**src/rtl/boot_image_loader.sv**
```systemverilog
// Boot image loader: copies a length-prefixed image from flash into IMEM over Wishbone while stalling the core.
// Optional trailing checksum verification is compiled in with `define BOOT_IMAGE_CHECKSUM_EN.
module boot_image_loader #(
    parameter int          IMEM_DEPTH     = 128,
    parameter logic [31:0] SRC_BASE       = 32'h2000_0000,
    parameter logic [31:0] DST_BASE       = 32'h0000_0000,
    parameter int          TIMEOUT_CYCLES = 1024
) (
    input  logic        clk,
    input  logic        reset_n,
    input  logic        start,
    output logic [31:0] wb_adr_o,
    output logic [31:0] wb_dat_o,
    output logic [3:0]  wb_sel_o,
    output logic        wb_we_o,
    output logic        wb_cyc_o,
    output logic        wb_stb_o,
    input  logic [31:0] wb_dat_i,
    input  logic        wb_ack_i,
    input  logic        wb_err_i,
    output logic        core_hold,
    output logic        boot_done,
    output logic        boot_err,
    output logic [1:0]  err_code
);

    typedef enum logic [2:0] {
        IDLE,
        HDR_RD,
        DAT_RD,
        DAT_WR,
`ifdef BOOT_IMAGE_CHECKSUM_EN
        CSUM_RD,
`endif
        DONE,
        FAIL
    } state_t;

    localparam logic [31:0] DEPTH_W  = 32'(IMEM_DEPTH);
    localparam logic [31:0] TMO_LAST = 32'(TIMEOUT_CYCLES - 1);

    state_t      state, state_n;
    logic        cyc_n, we_n;
    logic [3:0]  sel_n;
    logic [31:0] adr_n, dat_n;
    logic [1:0]  err_code_n;
    logic [31:0] len, len_n;
    logic [31:0] word_cnt, word_cnt_n;
    logic [31:0] tmo_cnt, tmo_cnt_n;
    logic        bus_fault;
`ifdef BOOT_IMAGE_CHECKSUM_EN
    logic [31:0] csum, csum_n;
`endif

    assign wb_stb_o  = wb_cyc_o;
    assign core_hold = (state != DONE) && (state != FAIL);
    assign boot_done = (state == DONE);
    assign boot_err  = (state == FAIL);
    // err beats a simultaneous ack; a timeout only fires on a cycle that was not acked
    assign bus_fault = wb_err_i || (!wb_ack_i && (tmo_cnt == TMO_LAST));

    always_ff @(posedge clk or negedge reset_n) begin
        if (!reset_n) begin
            state    <= IDLE;
            wb_cyc_o <= 1'b0;
            wb_we_o  <= 1'b0;
            wb_sel_o <= 4'h0;
            wb_adr_o <= 32'd0;
            wb_dat_o <= 32'd0;
            err_code <= 2'd0;
            len      <= 32'd0;
            word_cnt <= 32'd0;
            tmo_cnt  <= 32'd0;
`ifdef BOOT_IMAGE_CHECKSUM_EN
            csum     <= 32'd0;
`endif
        end else begin
            state    <= state_n;
            wb_cyc_o <= cyc_n;
            wb_we_o  <= we_n;
            wb_sel_o <= sel_n;
            wb_adr_o <= adr_n;
            wb_dat_o <= dat_n;
            err_code <= err_code_n;
            len      <= len_n;
            word_cnt <= word_cnt_n;
            tmo_cnt  <= tmo_cnt_n;
`ifdef BOOT_IMAGE_CHECKSUM_EN
            csum     <= csum_n;
`endif
        end
    end

    // A bus state first spends one cycle with cyc low (the mandatory gap), then raises cyc and waits.
    always_comb begin
        state_n    = state;
        cyc_n      = wb_cyc_o;
        we_n       = wb_we_o;
        sel_n      = wb_sel_o;
        adr_n      = wb_adr_o;
        dat_n      = wb_dat_o;
        err_code_n = err_code;
        len_n      = len;
        word_cnt_n = word_cnt;
        tmo_cnt_n  = tmo_cnt;
`ifdef BOOT_IMAGE_CHECKSUM_EN
        csum_n     = csum;
`endif
        if (wb_cyc_o) begin
            tmo_cnt_n = tmo_cnt + 32'd1;
            if (bus_fault || wb_ack_i) begin
                cyc_n = 1'b0;
                we_n  = 1'b0;
                sel_n = 4'h0;
            end
            if (bus_fault) begin
                state_n    = FAIL;
                err_code_n = 2'd2;
            end else if (wb_ack_i) begin
                case (state)
                    HDR_RD: begin
                        if ((wb_dat_i == 32'd0) || (wb_dat_i > DEPTH_W)) begin
                            state_n    = FAIL;
                            err_code_n = 2'd1;
                        end else begin
                            len_n      = wb_dat_i;
                            word_cnt_n = 32'd0;
                            state_n    = DAT_RD;
                        end
                    end
                    DAT_RD: begin
                        dat_n   = wb_dat_i;
`ifdef BOOT_IMAGE_CHECKSUM_EN
                        csum_n  = csum + wb_dat_i;
`endif
                        state_n = DAT_WR;
                    end
                    DAT_WR: begin
                        if (word_cnt == len - 32'd1) begin
`ifdef BOOT_IMAGE_CHECKSUM_EN
                            state_n = CSUM_RD;
`else
                            state_n = DONE;
`endif
                        end else begin
                            word_cnt_n = word_cnt + 32'd1;
                            state_n    = DAT_RD;
                        end
                    end
`ifdef BOOT_IMAGE_CHECKSUM_EN
                    CSUM_RD: begin
                        if (wb_dat_i == csum) begin
                            state_n = DONE;
                        end else begin
                            state_n    = FAIL;
                            err_code_n = 2'd3;
                        end
                    end
`endif
                    default: ;
                endcase
            end
        end else begin
            case (state)
                IDLE: state_n = HDR_RD;
                HDR_RD: begin
                    cyc_n      = 1'b1;
                    we_n       = 1'b0;
                    sel_n      = 4'hF;
                    adr_n      = SRC_BASE;
                    tmo_cnt_n  = 32'd0;
                    word_cnt_n = 32'd0;
`ifdef BOOT_IMAGE_CHECKSUM_EN
                    csum_n     = 32'd0;
`endif
                end
                DAT_RD: begin
                    cyc_n     = 1'b1;
                    we_n      = 1'b0;
                    sel_n     = 4'hF;
                    adr_n     = SRC_BASE + 32'd4 + {word_cnt[29:0], 2'b00};
                    tmo_cnt_n = 32'd0;
                end
                DAT_WR: begin
                    cyc_n     = 1'b1;
                    we_n      = 1'b1;
                    sel_n     = 4'hF;
                    adr_n     = DST_BASE + {word_cnt[29:0], 2'b00};
                    tmo_cnt_n = 32'd0;
                end
`ifdef BOOT_IMAGE_CHECKSUM_EN
                CSUM_RD: begin
                    cyc_n     = 1'b1;
                    we_n      = 1'b0;
                    sel_n     = 4'hF;
                    adr_n     = SRC_BASE + 32'd4 + {len[29:0], 2'b00};
                    tmo_cnt_n = 32'd0;
                end
`endif
                DONE, FAIL: begin
                    if (start) begin
                        state_n    = HDR_RD;
                        err_code_n = 2'd0;
                    end
                end
                default: state_n = IDLE;
            endcase
        end
    end

endmodule
```
**config.mk**
```make
export PLATFORM = sky130hd
export DESIGN_NAME = boot_image_loader
export DESIGN_NICKNAME = d
export VERILOG_FILES = /design/src/rtl/boot_image_loader.sv
export SDC_FILE = /design/constraint.sdc
export NUM_CORES = 1
export LEC_CHECK = 0
export ABC_AREA = 1
export CORE_MARGIN = 2
export CORE_UTILIZATION = 40
export CTS_BUF_LIST = sky130_fd_sc_hd__clkbuf_4
export DETAILED_ROUTE_END_ITERATION = 16
export HOLD_SLACK_MARGIN = 0.03
export PLACE_DENSITY = 0.71
export SLEW_MARGIN = 40
export SYNTH_ARGS = -nofsm -noshare
export SYNTH_HDL_FRONTEND = slang
export SYNTH_SLANG_ARGS = --single-unit
```
**constraint.sdc**
```tcl
create_clock -name clk -period 2.15 [get_ports clk]
set_input_delay 0.215 -clock clk [delete_from_list [all_inputs] [get_ports clk]]
set_output_delay 0.215 -clock clk [all_outputs]
set_load 0.1 [all_outputs]
```
[After elaboration in Yosys (flattened, before gate mapping)]
Cells that the tools add are included.
Operators by class
  $add $sub $neg: 4
  muxes and demuxes: 34
  equal/unequal tests: 21
  reduce and logical (&&, ||, !) cells: 25
  $lt $le $gt $ge: 1
  bitwise gates (word level): 3
  shift-type cells: 0
  multipliers: 0
  div/mod/pow operators: 0
Operators with widths (number)
  $mux W32: 8
  $pmux W32 S3: 1
  $add A32 B1 Y32 const B: 2
  $pmux W32 S2: 1
  $add A30 B32 Y32 const A: 1
  $eq A32 B10 Y1 const B: 1
  $eq A32 B32 Y1: 1
  $gt A32 B8 Y1 const B: 1
  $logic_not A32 Y1: 1
  $sub A32 B1 Y32 const B: 1
  $mux W3: 6
  $pmux W3 S3: 2
  $ne A3 B3 Y1 const B: 5
  $mux W2: 7
  $mux W4: 3
  $reduce_and A5 Y1: 2
  $ne A3 B1 Y1 const B: 3
  $reduce_and A4 Y1: 2
  $reduce_bool A2 Y1: 4
  $eq A3 B2 Y1 const B: 2
  $eq A3 B3 Y1 const B: 2
  $ne A2 B1 Y1 const B: 3
  $reduce_and A2 Y1: 3
  $reduce_and A6 Y1: 1
  other kinds (14): 25
Storage, ports and cells
  bits in writable memories: 0
  bits in read-only memories: 0
  bits in latches: 0
  output and inout port bits: 76
  memories: 0
  bits in registers: 171

[Longest topological paths before layout]
Gate-level depths: netlist of the first run.
  depth in word-level cells: 7
  depth in mapped cells: 18
  depth with buffers taken out: 17

[Least setup slack after synthesis of the first run]
Ideal clock, no wire load.
  path kind: reg2out
  start: register state[1]
  end: output boot_done
  required time: 1935 ps
  cell stages (with the launch flop): 4
  arrival: 2398 ps
  path slack: -463 ps
  cells stage by stage: dfrtp_1 nor2_1 inv_1 nor2_1
Between the ends
  longest elaborated chain between the ends: 1
RTL lines
  from (decl): line 42  | state_t state, state_n;
  from (signal assigned): line 78  | state <= state_n;
  $eq A3 B3 Y1: line 57  | assign boot_done = (state == DONE);
  to (decl): line 22  | output logic boot_done,
No other way between the ends.

[Worst setup path after layout of the first run]
  start: register len[1]
  end: register word_cnt[28]
Between the ends
  longest elaborated chain between the ends: 4
RTL lines
  from (decl): line 47  | logic [31:0] len, len_n;
  from (signal assigned): line 85  | len <= len_n;
  $sub A32 B1 Y32: line 139  | if (word_cnt == len - 32'd1) begin
  $eq A32 B32 Y1: line 139
  $ne A3 B3 Y1 (no source line)
  $reduce_and A6 Y1 (no source line)
  to (signal assigned): line 86  | word_cnt <= word_cnt_n;
  to (decl): line 48  | logic [31:0] word_cnt, word_cnt_n;
No other way between the ends.
A chain may end at the register's enable or synchronous reset.

==> results by group, run 1 <==
Timing
  • RSZ-0062 raised after global routing: yes
  • Peak Freq: between 400 and 500 MHz
  • Tcrit/Tclk final: 113%
  • Final setup viols: 34
  • Setup Skew: around 0.039 ns
  • Worst-margin pin slew: roughly 0.52 ns
  • Max Slew Vio Count: 0
  • Rel. slew slack: 65.1%
  • Final Hold Vio Count: 0
  • Period minus WS final: 2.43 ns
  • Final WS setup: -0.280 ns

Routing
  • Vias per Instance: 5.13
  • Total Wirelength: ~30 mm
  • Post-DRT Antenna Nets: 0
  • Routed len/inst: ~15 um
  • Via count: between 10000 and 15000
  • Total iterations of the first detailed-routing run: 8
  • Initial drt markers: between 800 and 900
  • # DRC: 0

Clock tree
  • Root Buffer: clkbuf_4
  • TritonCTS clock tree: done
  • Reg clk slew, reported paths: roughly 0.19 ns
  • Clock Latency Late Sink: roughly 0.61 ns
  • Num CTS Buffers: 17
  • CTS sink cnt: 166
  • Clock buffer depth: 2
  • H-Tree Level Count: 4

Global routing
  • Initial antenna violation count: 1
  • All-Layer GR Usage: 23.0%
  • Number of global-route vias before repair: around 9600
  • GR Overflow Total: 0
  • First-pass GRT wire length: about 48 mm
  • Pin count of the biggest net entering global routing: 56

Worst setup path
  • Register-to-register setup slack: -0.28 ns
  • WP data arrival: between 2 and 3 ns
  • Worst path bufs/invs: 2
  • Crit path max-delay family: simple AND/OR/NAND/NOR gates
  • CP required: between 2 and 3 ns
  • Setup Crit Path Kind: reg2reg
  • Critical Path End Type: flop
  • Cells along the critical path: inv_2 -> ha_4 -> nand3_4 -> nor2_4 -> nand2_2 -> o21bai_1 -> o21ai_0 -> nor2_1 -> nand2_1 -> nor2_2 -> nand3_4 -> buf_6 -> nand2_8 -> nand2_1 -> nand2_1
  • CP Max Fanout: 8
  • Most frequent CP cell: nand2_1
  • CP peak stage delay: 0.45 ns
  • Max stage delay cell, worst path: dfrtp_1
  • Critical Path Start Type: flop

Final layout
  • Non-Filler Instances: 1960
  • Area occupied by multi-input gates: ~5200 um^2
  • Layout area overhead: 34.4%
  • Reg area: 4160 um^2
  • Share of cells above drive strength 1: between 20% and 30%
  • Fin nets: about 1700
  • Fill count: 2251

Power
  • Register share of total power: 36.3%
  • Clock network power share: between 20% and 30%
  • Net load switching power: approximately 4.5 mW
  • Leak: 6.33 nW
  • Power per Cell Area: slightly above 700 nW/um^2
  • Pint: 4.92 mW
  • Combinational power share: between 40% and 50%
  • Sw Share: 48.0%
  • Total Power: roughly 9.5 mW
  • Peak VDD IR: roughly 0.73 mV

Yosys
  • Warnings from Yosys: 0
  • Sequential area share after synthesis: between 40% and 50%
  • Post-Syn Instances: 1370
  • Flops & latches, synth: 166
  • Asr flop ratio synth: 100%
  • Synth Cell Area: between 9000 and 10000 um^2
  • Post-synth EDFFs: 0
  • Netlist cell types: 47
  • Most used DFF post-synth: dfrtp_1
  • Syn avg cell area: a little over 7 um^2

Flow run
  • MaxCap Viol Count: 0

Die
  • Die Y: around 160 um
  • Starting Density: slightly above 40%
  • Row count: between 50 and 60
  • Die ar.: ~26000 um^2
  • Die Wd: roughly 160 um
  • Core region area: 24200 um^2
  • I/O pin count: 113

Place
  • Port bufs: between 100 and 150
  • DP HPWL: roughly 21 mm
  • Placed insts: about 1900
  • Final Wtd Congestion: between 0.9 and 1

Outcome
  • Failing checks: negative setup slack
  • Outcome: finished, violations left

Min path
  • Worst Hold Class: in2reg
==> flip-flops by register name (all words and copies together), names as in the netlist <==
signal / flops
wb_adr_o: 30
state: 3
wb_we_o: 1
tmo_cnt: 32
word_cnt: 32
len: 32
wb_dat_o: 32
err_code: 2
wb_sel_o: 1
wb_cyc_o: 1
==> layer usage <==
layer / vias up / routed length [um] / track usage (%)
met5: - / 0 / 0
met3: 57 / 1860 / 4.62
met4: 0 / 644 / 6.80
li1: 4893 / - / -
met2: 346 / 14100 / 36.8
met1: 4761 / 13300 / 31.6
==> power by group through the flow <==
stage	Sequential [mW]	Combinational, mW	Clock (mW)
3_5_place_dp	3.49	3.70	0
5_1_grt	3.47	4.28	2.11
2_1_floorplan	4.48	1.70	0
6_report	3.44	4.07	1.95
3_3_place_gp	3.49	3.67	0
4_1_cts	3.44	3.97	1.98
==> kinds of logic (layout without fill, tap and decap cells) <==
family          count (synthesis)  in the layout  share of synthesized area, %
flops                         166            166                          42.4
mux                            12             12                          1.34
xor+xnor                       49             49                          4.38
other cells                     1              4                        0.0383
compound gates                139            139                          8.06
buf+inv                       229            489                          9.44
fa+ha+maj                       3              3                         0.383
simple gates                  771            774                          33.9
==> area by class of cell <==
type	instances	area share, %
multi-input combinational	979	39.3
sequential	166	31.6
timing repair buffer	288	18.8
inverter	169	4.84
tap	324	3.08
clock inverter	15	1.32
clock buffer	17	0.970
antenna	2	0.0380
==> final timing paths <==
path	start	to	cells after the start
max reg2reg	len[1]	word_cnt[28]	15
max	len[1]	word_cnt[28]	15
min in group asynchronous	reset_n	wb_dat_o[9]	3
min	wb_dat_i[20]	wb_dat_o[20]	3
max in group asynchronous	reset_n	wb_dat_o[10]	4
min reg2reg	tmo_cnt[31]	tmo_cnt[31]	1
==> tightest hold or removal path: stages <==
cell             delay (ns)
clkdlybuf4s50_1        0.39
inv_1                  0.06
o21ai_0                0.08
==> stage by stage <==
step / hold WS, ns / TNS (ns) / utilization, % / area [um^2] / setup slack, ns
after floorplan: -0.0806 / -0.0220 / - / 9810 / -0.0110
after global placement: 0.147 / -15.54 / 50.3 / 12100 / -0.326
after global routing: 0.141 / -14.97 / 54.4 / 13200 / -0.470
final: 0.147 / -8.20 / 54.4 / 13200 / -0.280
after detailed placement: 0.149 / -17.00 / 50.3 / 12100 / -0.354
after CTS: 0.126 / -6.80 / 53.2 / 12900 / -0.244
==> cell usage in the layout, fill, tap and decap left out, types with 5 or more instances in the layout <==
master,n
dfrtp_1,163
inv_1,163
buf_6,8
xnor2_1,18
nor2_2,20
a21oi_1,21
nand3b_1,5
nor2_4,11
buf_4,228
nand3_2,16
o22ai_1,15
clkbuf_4,17
nand4_1,35
or2_2,5
nor2_1,134
nor4_1,11
nand3_1,76
nand2_2,35
nand2_1,361
inv_8,5
o21ai_1,5
xor2_1,30
a2bb2oi_1,8
o21ai_0,73
nor3_1,46
mux2_2,9
clkdlybuf4s50_1,35
buf_12,12
==> cell usage after synthesis, types with 3 or more instances <==
cell | n | area, um^2
ha_1 | 3 | 37.5
buf_4 | 6 | 45.0
buf_6 | 4 | 45.0
nand4_1 | 35 | 219
clkbuf_1 | 38 | 143
o22ai_1 | 16 | 100
nand2_2 | 3 | 18.8
nand2_1 | 394 | 1480
mux2_2 | 9 | 101
o21ai_0 | 78 | 390
nand3b_1 | 5 | 37.5
nor2_2 | 8 | 50.1
mux2i_1 | 3 | 30.0
xnor2_1 | 18 | 158
xor2_1 | 31 | 272
a21oi_1 | 21 | 105
nand3_1 | 93 | 465
nor4_1 | 14 | 87.6
dfrtp_1 | 166 | 4150
nor3_1 | 49 | 245
nor2_1 | 155 | 582
a2bb2oi_1 | 8 | 70.1
inv_1 | 166 | 623
buf_2 | 10 | 50.1
or2_2 | 6 | 37.5
==> what timing repair did <==
item                       in CTS  in global routing
hold endpoints to repair      166                  0
resized for setup              55                 72
setup endpoints to repair     105                101
hold buffers                    3                  0
gates cloned                    4                  1
buffers inserted                9                  8
pin swaps                      18                 36
Power figures use the tool's default switching activity.
==> inputs of run 2 (changes only) <==
--- a/config.mk
+++ b/config.mk
@@ -6,7 +6,6 @@
 export NUM_CORES = 1
 export LEC_CHECK = 0
 export ABC_AREA = 1
-export CORE_MARGIN = 2
 export CORE_UTILIZATION = 40
 export CTS_BUF_LIST = sky130_fd_sc_hd__clkbuf_4
 export DETAILED_ROUTE_END_ITERATION = 16
==> run 2 against run 1 <==
Net effect: the run still ends with negative setup slack left; register-to-register slack about the same; routed wire length grew 0.49%; largest cell class unchanged; critical path depth fell by 1; die area shrank 2.5%; largest power group unchanged; global-route usage rose by 0.86 points; total power down 0.88%.
==> results by group, run 2 (synthesis gave the netlist of run 1 again) <==
Timing
  • Tcrit/Tclk final: 113%
  • Final setup viols: 34
  • Peak Freq: between 400 and 500 MHz
  • Period minus WS final: between 2 and 2.5 ns
  • Fin Hold WS: 0.161 ns
  • Final Hold Vio Count: 0
  • Worst-margin pin slew: around 0.53 ns
  • Final WS setup: -0.276 ns
  • Max Slew Vio Count: 0
  • Setup Skew: 0.0437 ns
  • Rel. slew slack: ~64%
  • RSZ-0062 raised after global routing: yes

Die
  • Die Wd: roughly 160 um
  • Die Y: ~160 um
  • Core region area: roughly 24000 um^2
  • Starting Density: about 41%
  • Die ar.: 25100 um^2
  • Row count: 56
  • I/O pin count: ~110

Worst setup path
  • R2r worst-path depth: 14
  • Crit path from: len[3]
  • CP required: ~2.7 ns
  • Worst Setup EP: word_cnt[25]
  • Register-to-register setup slack: -0.28 ns
  • R2R Path Start: len[3]
  • CP Max Fanout: 8
  • WP data arrival: between 2 and 3 ns
  • Setup Crit Path Kind: reg2reg
  • Critical Path Start Type: flop
  • R2r endpoint: word_cnt[25]
  • Critical Path End Type: flop

Place
  • Placed insts: around 1900
  • Final Wtd Congestion: about 0.95
  • DP HPWL: roughly 22 mm
  • Setup WS pre-CTS: -0.329 ns
  • Port bufs: 110

Flow run
  • MaxCap Viol Count: 0

Final layout
  • Area occupied by multi-input gates: 5110 um^2
  • Most frequent cells in the layout: nand2_1, buf_4, dfrtp_1
  • Non-Filler Instances: slightly below 2000
  • Layout area overhead: 35.4%
  • Fin nets: 1675
  • Reg area: approximately 4200 um^2
  • Most common cell after layout, fill and taps aside: nand2_1
  • Fill count: about 2200
  • Share of cells above drive strength 1: approximately a quarter

Routing
  • # DRC: 0
  • Vias per Instance: 5.12
  • Via count: 10068
  • Total Wirelength: approximately 30 mm
  • Routed len/inst: ~15 um
  • Post-DRT Antenna Nets: 0
  • Initial drt markers: just over 800
  • Total iterations of the first detailed-routing run: 5

Global routing
  • GR Overflow Total: 0
  • All-Layer GR Usage: between 20% and 30%
  • Pin count of the biggest net entering global routing: 47
  • Number of global-route vias before repair: ~9400
  • First-pass GRT wire length: between 40 and 50 mm
  • Initial antenna violation count: 1

Clock tree
  • Root Buffer: clkbuf_4
  • TritonCTS clock tree: done
  • Reg clk slew, reported paths: 0.18 ns
  • Clock Latency Late Sink: a little over 0.6 ns
  • H-Tree Level Count: 4
  • Num CTS Buffers: 17
  • CTS sink cnt: about 170
  • Clock buffer depth: 2

Outcome
  • Failing checks: negative setup slack
  • Outcome: finished, violations left

Power
  • Leak: around 6.4 nW
  • Power per Cell Area: between 700 and 800 nW/um^2
  • Peak VDD IR: 0.743 mV

Min path
  • Worst Hold Class: in2reg
==> run 2: cell types whose count changed in the layout (fill, tap and decap cells not counted), moves of 13 or more <==
cell | previous run | this run
nand3_1 | 76 | 63
nand2_1 | 361 | 383
nand2_2 | 35 | 12
nand3_2 | 16 | 31
buf_4 | 228 | 245
==> run 2: cell type report <==
class	instances	area share [%]
Multi-Input combinational cell	977	38.6
Clock buffer	17	0.963
Antenna cell	1	0.0189
Clock inverter	15	1.47
Inverter	169	4.81
Sequential cell	166	31.4
Timing Repair Buffer	304	19.8
Tap cell	319	3.01
==> run 2: worst min path at each step <==
stage | start | end | slack [ns] | cells after the start
floorplan | reset_n | err_code[0] | -0.08 | 0
global placement | reset_n | wb_dat_o[13] | 0.15 | 1
detailed placement | reset_n | wb_dat_o[13] | 0.16 | 1
CTS | wb_dat_i[20] | wb_dat_o[20] | 0.14 | 3
global route | wb_dat_i[27] | wb_dat_o[27] | 0.15 | 3
finish | wb_dat_i[25] | wb_dat_o[25] | 0.16 | 3
==> run 2: metrics by stage <==
stage                     setup TNS (ns)  utilization (%)  cell area (um^2)  power (mW)
final                              -7.92             55.8             13300        9.38
after global routing              -14.31             55.8             13300        9.79
after CTS                          -4.60             53.2             12600        9.29
after detailed placement          -12.14             51.3             12200        7.21
after global placement            -10.55             51.3             12200        7.18
after floorplan                  -0.0220                -              9810        6.18
==> run 2: power by group <==
| part | leakage [nW] | internal, mW | switching, mW | total [mW] |
|---|---|---|---|---|
| logic | 4.10 | 1.01 | 2.96 | 3.96 |
| registers | 2.16 | 3.32 | 0.109 | 3.42 |
| clock network | 0.166 | 0.573 | 1.42 | 1.99 |
| total | 6.42 | 4.90 | 4.48 | 9.38 |
==> run 2: routing by layer <==
layer  up-vias  routed length (um)  share of wire, %  global-route usage (%)
li1       4910                   -                 -                       -
met1      4751               13200                44                    31.5
met2       354               14600                49                    40.1
met3        53                1670               5.6                    3.73
met4         0                 631               2.1                    6.64
met5         -                   0                 0                       0
==> run 2: critical path, stage by stage (launching register included) <==
cell	delay (ns)
dfrtp_1	0.45
buf_6	0.13
inv_2	0.06
nand3_4	0.11
nor2_4	0.26
nand3_2	0.14
nor2_1	0.16
xor2_1	0.17
nand2_1	0.10
nor2_4	0.18
nand3_4	0.09
buf_12	0.17
clkbuf_16	0.17
nand3_2	0.06
nand2_1	0.05
==> run 2: timing repair <==
item | in CTS | in global routing
setup endpoints to repair | 41 | 81
resized for setup | 15 | 95
pin swaps | 4 | 53
hold buffers | 3 | 0
hold endpoints to repair | 166 | 0
setup buffers | 4 | 16
cloned | 0 | 6
==> inputs of run 3 (changes only) <==
--- a/config.mk
+++ b/config.mk
@@ -6,10 +6,12 @@
 export NUM_CORES = 1
 export LEC_CHECK = 0
 export ABC_AREA = 1
+export ABC_CLOCK_PERIOD_IN_PS = 2150
 export CORE_UTILIZATION = 40
 export CTS_BUF_LIST = sky130_fd_sc_hd__clkbuf_4
 export DETAILED_ROUTE_END_ITERATION = 16
-export HOLD_SLACK_MARGIN = 0.03
+export HOLD_SLACK_MARGIN = 0.1
+export MAX_ROUTING_LAYER = met4
 export PLACE_DENSITY = 0.71
 export SLEW_MARGIN = 40
 export SYNTH_ARGS = -nofsm -noshare
==> run 3 against run 2 <==
Net effect: setup slack improved by 0.042 ns; critical path depth did not move; combinational power rose by 2%; count of clock-buffer cells in the layout did not move; sequential cell count did not move; the run still ends with negative setup slack left; clock skew rose by 0.0065 ns; critical path type unchanged; first-iteration DRC count fell by 7.4%; sequential share of layout area fell by 0.81 points; final area rose by 2.7%; final cell count rose by 1.1%; via count rose by 1.9%; die area did not move; critical endpoint is now word_cnt[24].
==> results by group, run 3 (synthesis gave the netlist of run 1 again) <==
Die
  • Die Y: 158 um
  • Die Wd: 158 um
  • Starting Density: 41.2%
  • Core region area: about 24000 um^2
  • Row count: 56
  • Die ar.: approximately 25000 um^2
  • I/O pin count: between 100 and 150

Worst setup path
  • Critical Path End Type: flop
  • CP required: roughly 2.7 ns
  • CP Max Fanout: 7
  • Register-to-register setup slack: -0.23 ns
  • R2r endpoint: word_cnt[24]
  • Crit path from: len[1]
  • WP data arrival: 2.90 ns
  • Critical Path Start Type: flop
  • R2R Path Start: len[1]
  • Setup Crit Path Kind: reg2reg
  • R2r worst-path depth: 14
  • Worst Setup EP: word_cnt[24]

Routing
  • Total iterations of the first detailed-routing run: 9
  • # DRC: 0
  • Total Wirelength: 31.5 mm
  • Via count: 10256
  • Post-DRT Antenna Nets: 0
  • Routed len/inst: about 16 um
  • Vias per Instance: between 5 and 6
  • Initial drt markers: 750

Final layout
  • Fill count: around 2200
  • Layout area overhead: 39.0%
  • Share of cells above drive strength 1: about a quarter
  • Finished Core Util: between 50% and 60%
  • Non-Filler Instances: 1990
  • Post-route design area: about 14000 um^2
  • Most common cell after layout, fill and taps aside: nand2_1
  • Fin nets: 1697
  • Most frequent cells in the layout: nand2_1, buf_4, inv_1

Outcome
  • Failing checks: negative setup slack
  • Outcome: finished, violations left

Global routing
  • Initial antenna violation count: 1
  • Number of global-route vias before repair: 9725
  • Pin count of the biggest net entering global routing: 60
  • GR Overflow Total: 0
  • All-Layer GR Usage: about a quarter
  • First-pass GRT wire length: approximately 48 mm

Timing
  • Period minus WS final: between 2 and 2.5 ns
  • Peak Freq: around 420 MHz
  • Final setup viols: 33
  • Tcrit/Tclk final: 111%
  • Total Neg Setup Slack: -6.71 ns
  • Max Slew Vio Count: 0
  • Fin Hold WS: between 0.1 and 0.15 ns
  • Setup Skew: 0.0501 ns
  • RSZ-0062 raised after global routing: yes
  • Worst-margin pin slew: ~0.62 ns
  • Final WS setup: -0.234 ns
  • Final Hold Vio Count: 0
  • Rel. slew slack: slightly below 60%

Place
  • Setup WS pre-CTS: -0.320 ns
  • Placed insts: around 1900
  • Final Wtd Congestion: approximately 0.96
  • DP HPWL: 22.2 mm
  • Port bufs: 110
  • DP Area: roughly 12000 um^2

Clock tree
  • Num CTS Buffers: 17
  • H-Tree Level Count: 4
  • Root Buffer: clkbuf_4
  • Clock buffer depth: 2
  • Reg clk slew, reported paths: about 0.21 ns
  • Clock Latency Late Sink: about 0.63 ns
  • CTS sink cnt: 166
  • TritonCTS clock tree: done

Power
  • Leak: 6.62 nW
  • Total Power: 9.49 mW
  • Peak VDD IR: 0.808 mV
  • Power per Cell Area: between 600 and 700 nW/um^2

Min path
  • Hold_sp: wb_dat_i[20]
  • Hold path cells: 3
  • Worst Hold Class: in2reg

Flow run
  • MaxCap Viol Count: 0
[run 3: area by class of cell]
type | instances | area, um^2 | area share (%)
Sequential cell | 166 | 4160 | 30.6
Inverter | 169 | 634 | 4.66
Clock buffer | 17 | 128 | 0.938
Multi-Input combinational cell | 979 | 5210 | 38.3
Antenna cell | 1 | 2.50 | 0.0184
Timing Repair Buffer | 324 | 2880 | 21.1
Tap cell | 319 | 399 | 2.93
Clock inverter | 15 | 196 | 1.44
[run 3: how the worst min path moves through the flow]
stage	slack, ns	endpoint
finish	0.14	wb_dat_o[20]
global route	0.12	wb_dat_o[20]
CTS	0.11	wb_dat_o[20]
detailed placement	0.25	wb_dat_o[13]
global placement	0.24	wb_dat_o[13]
floorplan	-0.08	err_code[0]
[run 3: critical path: stages (launching register included)]
cell and delay (ns):
dfrtp_1 0.43, inv_1 0.07, ha_2 0.20, nand3_4 0.11, nor2_4 0.23, nand3_2 0.14
nor2_1 0.13, xor2_1 0.15, nand2_1 0.10, nor2_4 0.19, nand3_4 0.13, buf_12 0.18
clkbuf_16 0.15, nand3_2 0.05, nand2_1 0.06
[run 3: routing by layer]
| layer | share of wire (%) | GRT usage, % | up-vias |
|---|---|---|---|
| met5 | 0 | - | - |
| met2 | 48 | 41.6 | 382 |
| met4 | 3.3 | 8.70 | 0 |
| li1 | - | - | 4965 |
| met1 | 43 | 32.4 | 4836 |
| met3 | 5.3 | 3.76 | 73 |
[run 3: what timing repair did]
action / in CTS / in global routing
endpoints found under the setup margin: 104 / 87
buffers inserted: 16 / 8
pin swaps: 13 / 40
endpoints found under the hold margin: 143 / 0
resized for setup: 30 / 98
hold buffers: 4 / 0
cloned: 3 / 9
[run 3: power breakdown]
part           leakage [nW]  switching, mW  total (mW)  internal (mW)
logic                  4.29           3.03        4.05           1.01
clock network         0.169           1.44        2.01          0.568
registers              2.15          0.117        3.43           3.32
total                  6.62           4.59        9.49           4.90
